## config.mk

```make
export PLATFORM = sky130hd
export DESIGN_NAME = sync_fifo_v2
export DESIGN_NICKNAME = d
export VERILOG_FILES = /design/src/rtl/sync_fifo_pkg.sv /design/src/rtl/fifo_ram_2p.sv /design/src/rtl/sync_fifo_v2.sv
export SDC_FILE = /design/constraint.sdc
export NUM_CORES = 1
export LEC_CHECK = 0
export BUFFER_PORTS_ARGS = -buffer_cell sky130_fd_sc_hd__buf_2
export CAP_MARGIN = 15
export CELL_PAD_IN_SITES_DETAIL_PLACEMENT = 0
export CELL_PAD_IN_SITES_GLOBAL_PLACEMENT = 1
export CORE_MARGIN = 8
export CORE_UTILIZATION = 40
export CTS_CLUSTER_DIAMETER = 100
export DETAILED_ROUTE_END_ITERATION = 8
export PLACE_DENSITY = 0.61
export RECOVER_POWER = 50
export SLEW_MARGIN = 20
export SYNTH_ARGS = -nofsm -noshare
export SYNTH_HDL_FRONTEND = slang
export SYNTH_SLANG_ARGS = --single-unit
```

## constraint.sdc

```tcl
create_clock -name clk -period 5.66 [get_ports clk]
set_clock_uncertainty 0.2 [all_clocks]
set_input_delay 0.283 -clock clk [delete_from_list [all_inputs] [get_ports clk]]
set_output_delay 0.283 -clock clk [all_outputs]
set_load 0.01 [all_outputs]
```

## src/rtl/sync_fifo_pkg.sv

```systemverilog
// Shared helpers for sync_fifo_v2.
// - Width helpers for the pointer and occupancy fields.
// - Parameter legality check, evaluated when the design is elaborated.
package sync_fifo_pkg;

  // Storage address width.
  function automatic int addr_w(input int depth);
    return $clog2(depth);
  endfunction

  // Pointer / count width: the address bits plus one wrap bit.
  // This lets count reach DEPTH without ambiguity.
  function automatic int ptr_w(input int depth);
    return $clog2(depth) + 1;
  endfunction

  // Returns 1 when DEPTH is a power of two >= 2 and both thresholds are in range.
  function automatic bit params_ok(input int depth, input int afull, input int aempty);
    bit pow2;
    pow2 = (depth >= 2) && ((depth & (depth - 1)) == 0);
    return pow2 && (afull >= 1) && (afull <= depth) &&
           (aempty >= 0) && (aempty <= depth - 1);
  endfunction

endpackage

```

## src/rtl/fifo_ram_2p.sv

```systemverilog
// Storage array for sync_fifo_v2.
// Ports:
//   clk          write clock
//   we, waddr,   synchronous write port
//   wdata
//   raddr, rdata asynchronous read port
// The read port is asynchronous so that FWFT mode can present the head
// word with no latency. Standard mode registers it in the top level.
// The array is deliberately left unreset, so its contents are undefined
// after reset.
module fifo_ram_2p #(
  parameter int DATA_WIDTH = 32,
  parameter int DEPTH      = 8,
  parameter int ADDR_W     = $clog2(DEPTH)
) (
  input  logic                  clk,
  input  logic                  we,
  input  logic [ADDR_W-1:0]     waddr,
  input  logic [DATA_WIDTH-1:0] wdata,
  input  logic [ADDR_W-1:0]     raddr,
  output logic [DATA_WIDTH-1:0] rdata
);

  logic [DATA_WIDTH-1:0] mem [DEPTH];

  always_ff @(posedge clk) begin
    if (we) mem[waddr] <= wdata;
  end

  assign rdata = mem[raddr];

endmodule

```

## src/rtl/sync_fifo_v2.sv

```systemverilog
// Parametrised single-clock FIFO.
// It supports a standard (registered-read) mode and a
// first-word-fall-through (FWFT) mode.
// Ports:
//   clk, rst_n           clock (rising edge) and asynchronous active-low reset
//   cs                   chip select; gates wr_en and rd_en, but not flush
//   flush                synchronous clear of pointers, errors and data_out
//   wr_en, data_in       write request and write data
//   rd_en                read request; in FWFT mode this pops the head word
//   data_out             read data (registered in standard mode, head view in FWFT mode)
//   empty, full          status from count
//   almost_empty/full    threshold status from count
//   count                occupancy, 0..DEPTH
//   overflow, underflow  sticky error flags, cleared by flush or reset
module sync_fifo_v2
  import sync_fifo_pkg::*;
#(
  parameter int DATA_WIDTH    = 32,
  parameter int DEPTH         = 8,
  parameter int FWFT          = 0,
  parameter int AFULL_THRESH  = DEPTH - 1,
  parameter int AEMPTY_THRESH = 1
) (
  input  logic                    clk,
  input  logic                    rst_n,
  input  logic                    cs,
  input  logic                    flush,
  input  logic                    wr_en,
  input  logic [DATA_WIDTH-1:0]   data_in,
  input  logic                    rd_en,
  output logic [DATA_WIDTH-1:0]   data_out,
  output logic                    empty,
  output logic                    full,
  output logic                    almost_empty,
  output logic                    almost_full,
  output logic [$clog2(DEPTH):0]  count,
  output logic                    overflow,
  output logic                    underflow
);

  localparam int ADDR_W = addr_w(DEPTH);
  localparam int PTR_W  = ptr_w(DEPTH);

  typedef logic [PTR_W-1:0] ptr_t;

  localparam ptr_t FULL_CNT = ptr_t'(DEPTH);
  localparam ptr_t AF_CNT   = ptr_t'(AFULL_THRESH);
  localparam ptr_t AE_CNT   = ptr_t'(AEMPTY_THRESH);

  if (!params_ok(DEPTH, AFULL_THRESH, AEMPTY_THRESH)) begin : g_bad_params
    $error("sync_fifo_v2: DEPTH must be a power of two >= 2 and thresholds in range");
  end

  ptr_t                  wr_ptr, rd_ptr;
  logic                  rd_acc, wr_acc;
  logic [DATA_WIDTH-1:0] rd_data;

  // All status is derived from the registered pointers. The wrap bit makes
  // the modular difference distinguish full from empty.
  assign count        = wr_ptr - rd_ptr;
  assign empty        = (count == '0);
  assign full         = (count == FULL_CNT);
  assign almost_full  = (count >= AF_CNT);
  assign almost_empty = (count <= AE_CNT);

  // A write is accepted while full only if a read frees a slot in the same
  // cycle. A read of an empty FIFO is never accepted, so a simultaneous
  // write into an empty FIFO does not pass through to the reader.
  assign rd_acc = cs & rd_en & ~empty & ~flush;
  assign wr_acc = cs & wr_en & ~flush & (~full | rd_acc);

  always_ff @(posedge clk or negedge rst_n) begin
    if (!rst_n) begin
      wr_ptr <= '0;
      rd_ptr <= '0;
    end else if (flush) begin
      wr_ptr <= '0;
      rd_ptr <= '0;
    end else begin
      if (wr_acc) wr_ptr <= wr_ptr + 1'b1;
      if (rd_acc) rd_ptr <= rd_ptr + 1'b1;
    end
  end

  always_ff @(posedge clk or negedge rst_n) begin
    if (!rst_n) begin
      overflow  <= 1'b0;
      underflow <= 1'b0;
    end else if (flush) begin
      overflow  <= 1'b0;
      underflow <= 1'b0;
    end else begin
      if (cs & wr_en & full & ~rd_acc) overflow  <= 1'b1;
      if (cs & rd_en & empty)          underflow <= 1'b1;
    end
  end

  fifo_ram_2p #(
    .DATA_WIDTH (DATA_WIDTH),
    .DEPTH      (DEPTH),
    .ADDR_W     (ADDR_W)
  ) u_ram (
    .clk   (clk),
    .we    (wr_acc),
    .waddr (wr_ptr[ADDR_W-1:0]),
    .wdata (data_in),
    .raddr (rd_ptr[ADDR_W-1:0]),
    .rdata (rd_data)
  );

  if (FWFT == 0) begin : g_std
    logic [DATA_WIDTH-1:0] dout_q;

    always_ff @(posedge clk or negedge rst_n) begin
      if (!rst_n)      dout_q <= '0;
      else if (flush)  dout_q <= '0;
      else if (rd_acc) dout_q <= rd_data;
    end

    assign data_out = dout_q;
  end else begin : g_fwft
    // Head word is visible directly; the value is meaningless while empty.
    assign data_out = rd_data;
  end

endmodule
```

==> impl_metrics.csv <==
group,metric,value,unit
setup_path,slowest_stage,"dfrtp_4",
floorplan,start_util,0.405,
setup_path,crit_type,"register to register",
outcome,violations,"max-capacitance violations, max-slew violations",
floorplan,dieArea,34800,um2
sta,fin_setup_tns,0,ns
min_path,hold_class,"primary input to register",
synthesis,synthCells,531,
floorplan,die_y,187,um
place,dpl.cell_count,987,
global_routing,grt_pass1_vias,6070,
floorplan,die_w,187,um
setup_path,cp_cell_sequence,"ha_1 > inv_1 > fa_1 > xor2_2 > nor3_2 > nand4_1 > nand3_1 > nor2_4 > buf_4",
drt,routed_wl,23800,um
sta,final_hold_viol_count,0,
clock_network,cts.path.max_buffers,3,
clock_network,cts_tree,"done",
setup_path,critPathRequiredTime,5.66,ns
setup_path,cpLargestDelayFamily,"simple AND/OR/NAND/NOR gates",
cells_and_area,synthToLayoutAreaGrowth,20.0,%
sta,slew_headroom,-0.817,
sta,holdWs,0.0112,ns
place,dp_hpwl,14300,um
drt,drc,0,
pwr,finalPower,5110,uW
synthesis,ys_warn_count,0,
setup_path,arrival,4.08,ns
sta,max_freq,245,MHz
drt,drt-pass1-iter-count,6,
cells_and_area,multi_input_area,2780,um2
place,gp_congestion,0.747,
floorplan,core,28700,um2
synthesis,yosysSeqAreaShare,0.751,
global_routing,grt_antenna_before_repair,1,
drt,drtIter0Drc,360,
drt,avgRoutedWirePerCell,22.0,um
floorplan,pin_count,80,
synthesis,synth_cell_types,45,
clock_network,htreeDepth,1,
cells_and_area,final_nets,718,
min_path,hp-start,"cs",
global_routing,grt_overflow,0,
synthesis,syn_nets,575,
pwr,powerDensity,366,nW/um2
setup_path,critPathMaxStageDelay,0.78,ns
synthesis,synth_edf_count,256,
clock_network,path_clk_slew,0.06,ns
place,portBuffers,79,
drt,viasPerCell,5.17,
cells_and_area,drive_gt1_frac,0.281,
outcome,status,"finished, violations left",
sta,post-route-min-period,4.08,ns
setup_path,r2r_start,"rd_ptr[0]$_DFFE_PN0P_",
cells_and_area,stdcell_count,1082,
sta,fin_crit_sh,0.721,
global_routing,grt_max_degree,68,
pwr,max-vdd-ir-drop,0.211,mV
global_routing,grt_pass1_wl,37300,um
cells_and_area,seq_area,8740,um2
sta,setup_viol,0,
synthesis,netlist_area,11600,um2
synthesis,synth_area_per_cell,21.9,um2
clock_network,cts.sink_count,298,
clock_network,post_cts_buffers,0,
sta,rsz0062_at_grt,"false",
global_routing,grtUsageTotal,0.136,
clock_network,cts_buffers,31,
floorplan,row_count,62,
synthesis,ys_ff_latch,298,
sta,timing.final.max_slew_violations,43,
run,maxCapViolations,1,
sta,tightest_slew,2.73,ns
clock_network,clk_latency,0.54,ns
setup_path,worstPathMaxFanout,27,
cells_and_area,fillerInstances,2408,
clock_network,cts_resized,0,
drt,via_count,5592,
synthesis,synth-async-reset-ratio,0.141,
setup_path,cp-start-kind,"register",
drt,drtAntennaViolNets,0,
clock_network,clock-root-buffer,"clkbuf_16",
pwr,leakage,0.00482,uW
setup_path,critPathBufInv,2,
setup_path,end_kind,"register",
synthesis,synthFlopType,"edfxtp_1",
setup_path,cp-startpoint,"rd_ptr[0]$_DFFE_PN0P_",
-- per-layer routing --
layer	up-vias	track usage	wire (um)	share of wire
li1	2494	-	-	-
met1	2936	0.188	10900	0.46
met2	124	0.224	11500	0.48
met3	38	0.0185	967	0.041
met4	0	0.0342	447	0.019
met5	-	0	0	0
-- cell type report --
class,instances,share of cell area
Antenna cell,1,0.000179
Clock buffer,43,0.0588
Clock inverter,13,0.0134
Inverter,8,0.00215
Multi-Input combinational cell,200,0.199
Sequential cell,298,0.626
Tap cell,384,0.0344
Timing Repair Buffer,135,0.0660
-- sequential cells by signal, summed over array words and instances (netlist names) --
register,cells
data_out,32
overflow,1
rd_ptr,4
u_ram.mem,256
underflow,1
wr_ptr,4
-- report_power, final --
group | leakage, uW | switching (uW) | total (uW) | internal (uW)
sequential | 0.00288 | 57.5 | 2500 | 2440
clock | 0.000485 | 782 | 2010 | 1230
combinational | 0.00145 | 312 | 597 | 286
total | 0.00482 | 1150 | 5110 | 3960
-- cells in the mapped netlist, drive strengths merged, types with 7 or more instances --
cell | count | area (um2)
buf | 17 | 110
clkbuf | 8 | 30.0
dfrtp | 42 | 1050
edfxtp | 256 | 7690
inv | 8 | 30.0
mux2i | 33 | 330
mux4 | 64 | 1440
nand2 | 7 | 26.3
nand3 | 7 | 35.0
nor2 | 13 | 51.3
o2bb2ai | 32 | 468
-- cells by family after synthesis --
| family | synth area share |
|---|---|
| flops | 0.751 |
| mux | 0.153 |
| buf+inv | 0.0146 |
| xor+xnor | 0.00366 |
| compound gates | 0.0489 |
| fa+ha+maj | 0.00710 |
| simple gates | 0.0212 |
-- cells in the final DEF (no fill, tap or decap), types with 2 or more instances in the layout --
| master | n |
|---|---|
| edfxtp_1 | 256 |
| clkbuf_1 | 66 |
| mux4_2 | 64 |
| dfrtp_1 | 40 |
| dlygate4sd3_1 | 38 |
| mux2i_1 | 33 |
| clkbuf_16 | 31 |
| o2bb2ai_2 | 30 |
| buf_2 | 26 |
| buf_4 | 12 |
| inv_1 | 7 |
| nand3_1 | 7 |
| nand2_1 | 7 |
| nor2_1 | 7 |
| nor2_4 | 6 |
| ha_1 | 5 |
| bufinv_16 | 5 |
| o21ai_0 | 4 |
| nand4_1 | 4 |
| nand2b_1 | 4 |
| clkinv_1 | 4 |
| nor3_2 | 3 |
| clkinv_2 | 3 |
| buf_16 | 3 |
| xnor2_1 | 2 |
| or2_2 | 2 |
| o2bb2ai_1 | 2 |
-- worst min-delay path, cell delays in order --
cell,delay (ns)
buf_2,0.10
nand2_1,0.11
nand4_1,0.12
o21ai_0,0.08
-- per-stage QoR --
step	setup slack [ns]	utilization	cell area [um2]
finish	1.58	0.486	14000
global route	1.28	0.486	14000
global placement	1.53	0.436	12500
CTS	1.48	0.489	14000
floorplan	0.500	-	11600
detailed placement	1.52	0.440	12600
-- path summary, 6_finish.rpt --
check | end | slack (ns) | depth (start not counted)
setup / recovery | u_ram.mem[2][16]$_DFFE_PP_ | 1.58 | 9
hold / removal | overflow$_DFFE_PN0P_ | 0.01 | 4
setup reg to reg | u_ram.mem[2][16]$_DFFE_PP_ | 1.58 | 9
hold reg to reg | data_out[6]$_DFFE_PN0P_ | 0.29 | 1
max in group asynchronous | rd_ptr[0]$_DFFE_PN0P_ | 2.29 | 3
min in group asynchronous | data_out[29]$_DFFE_PN0P_ | 1.04 | 3
-- repair_timing --
action	4_1_cts	5_1_grt
endpoints found under the setup margin	0	0
hold endpoints to repair	302	0
hold buffers	38	0
Note: power is estimated with default switching activity, not from simulation.
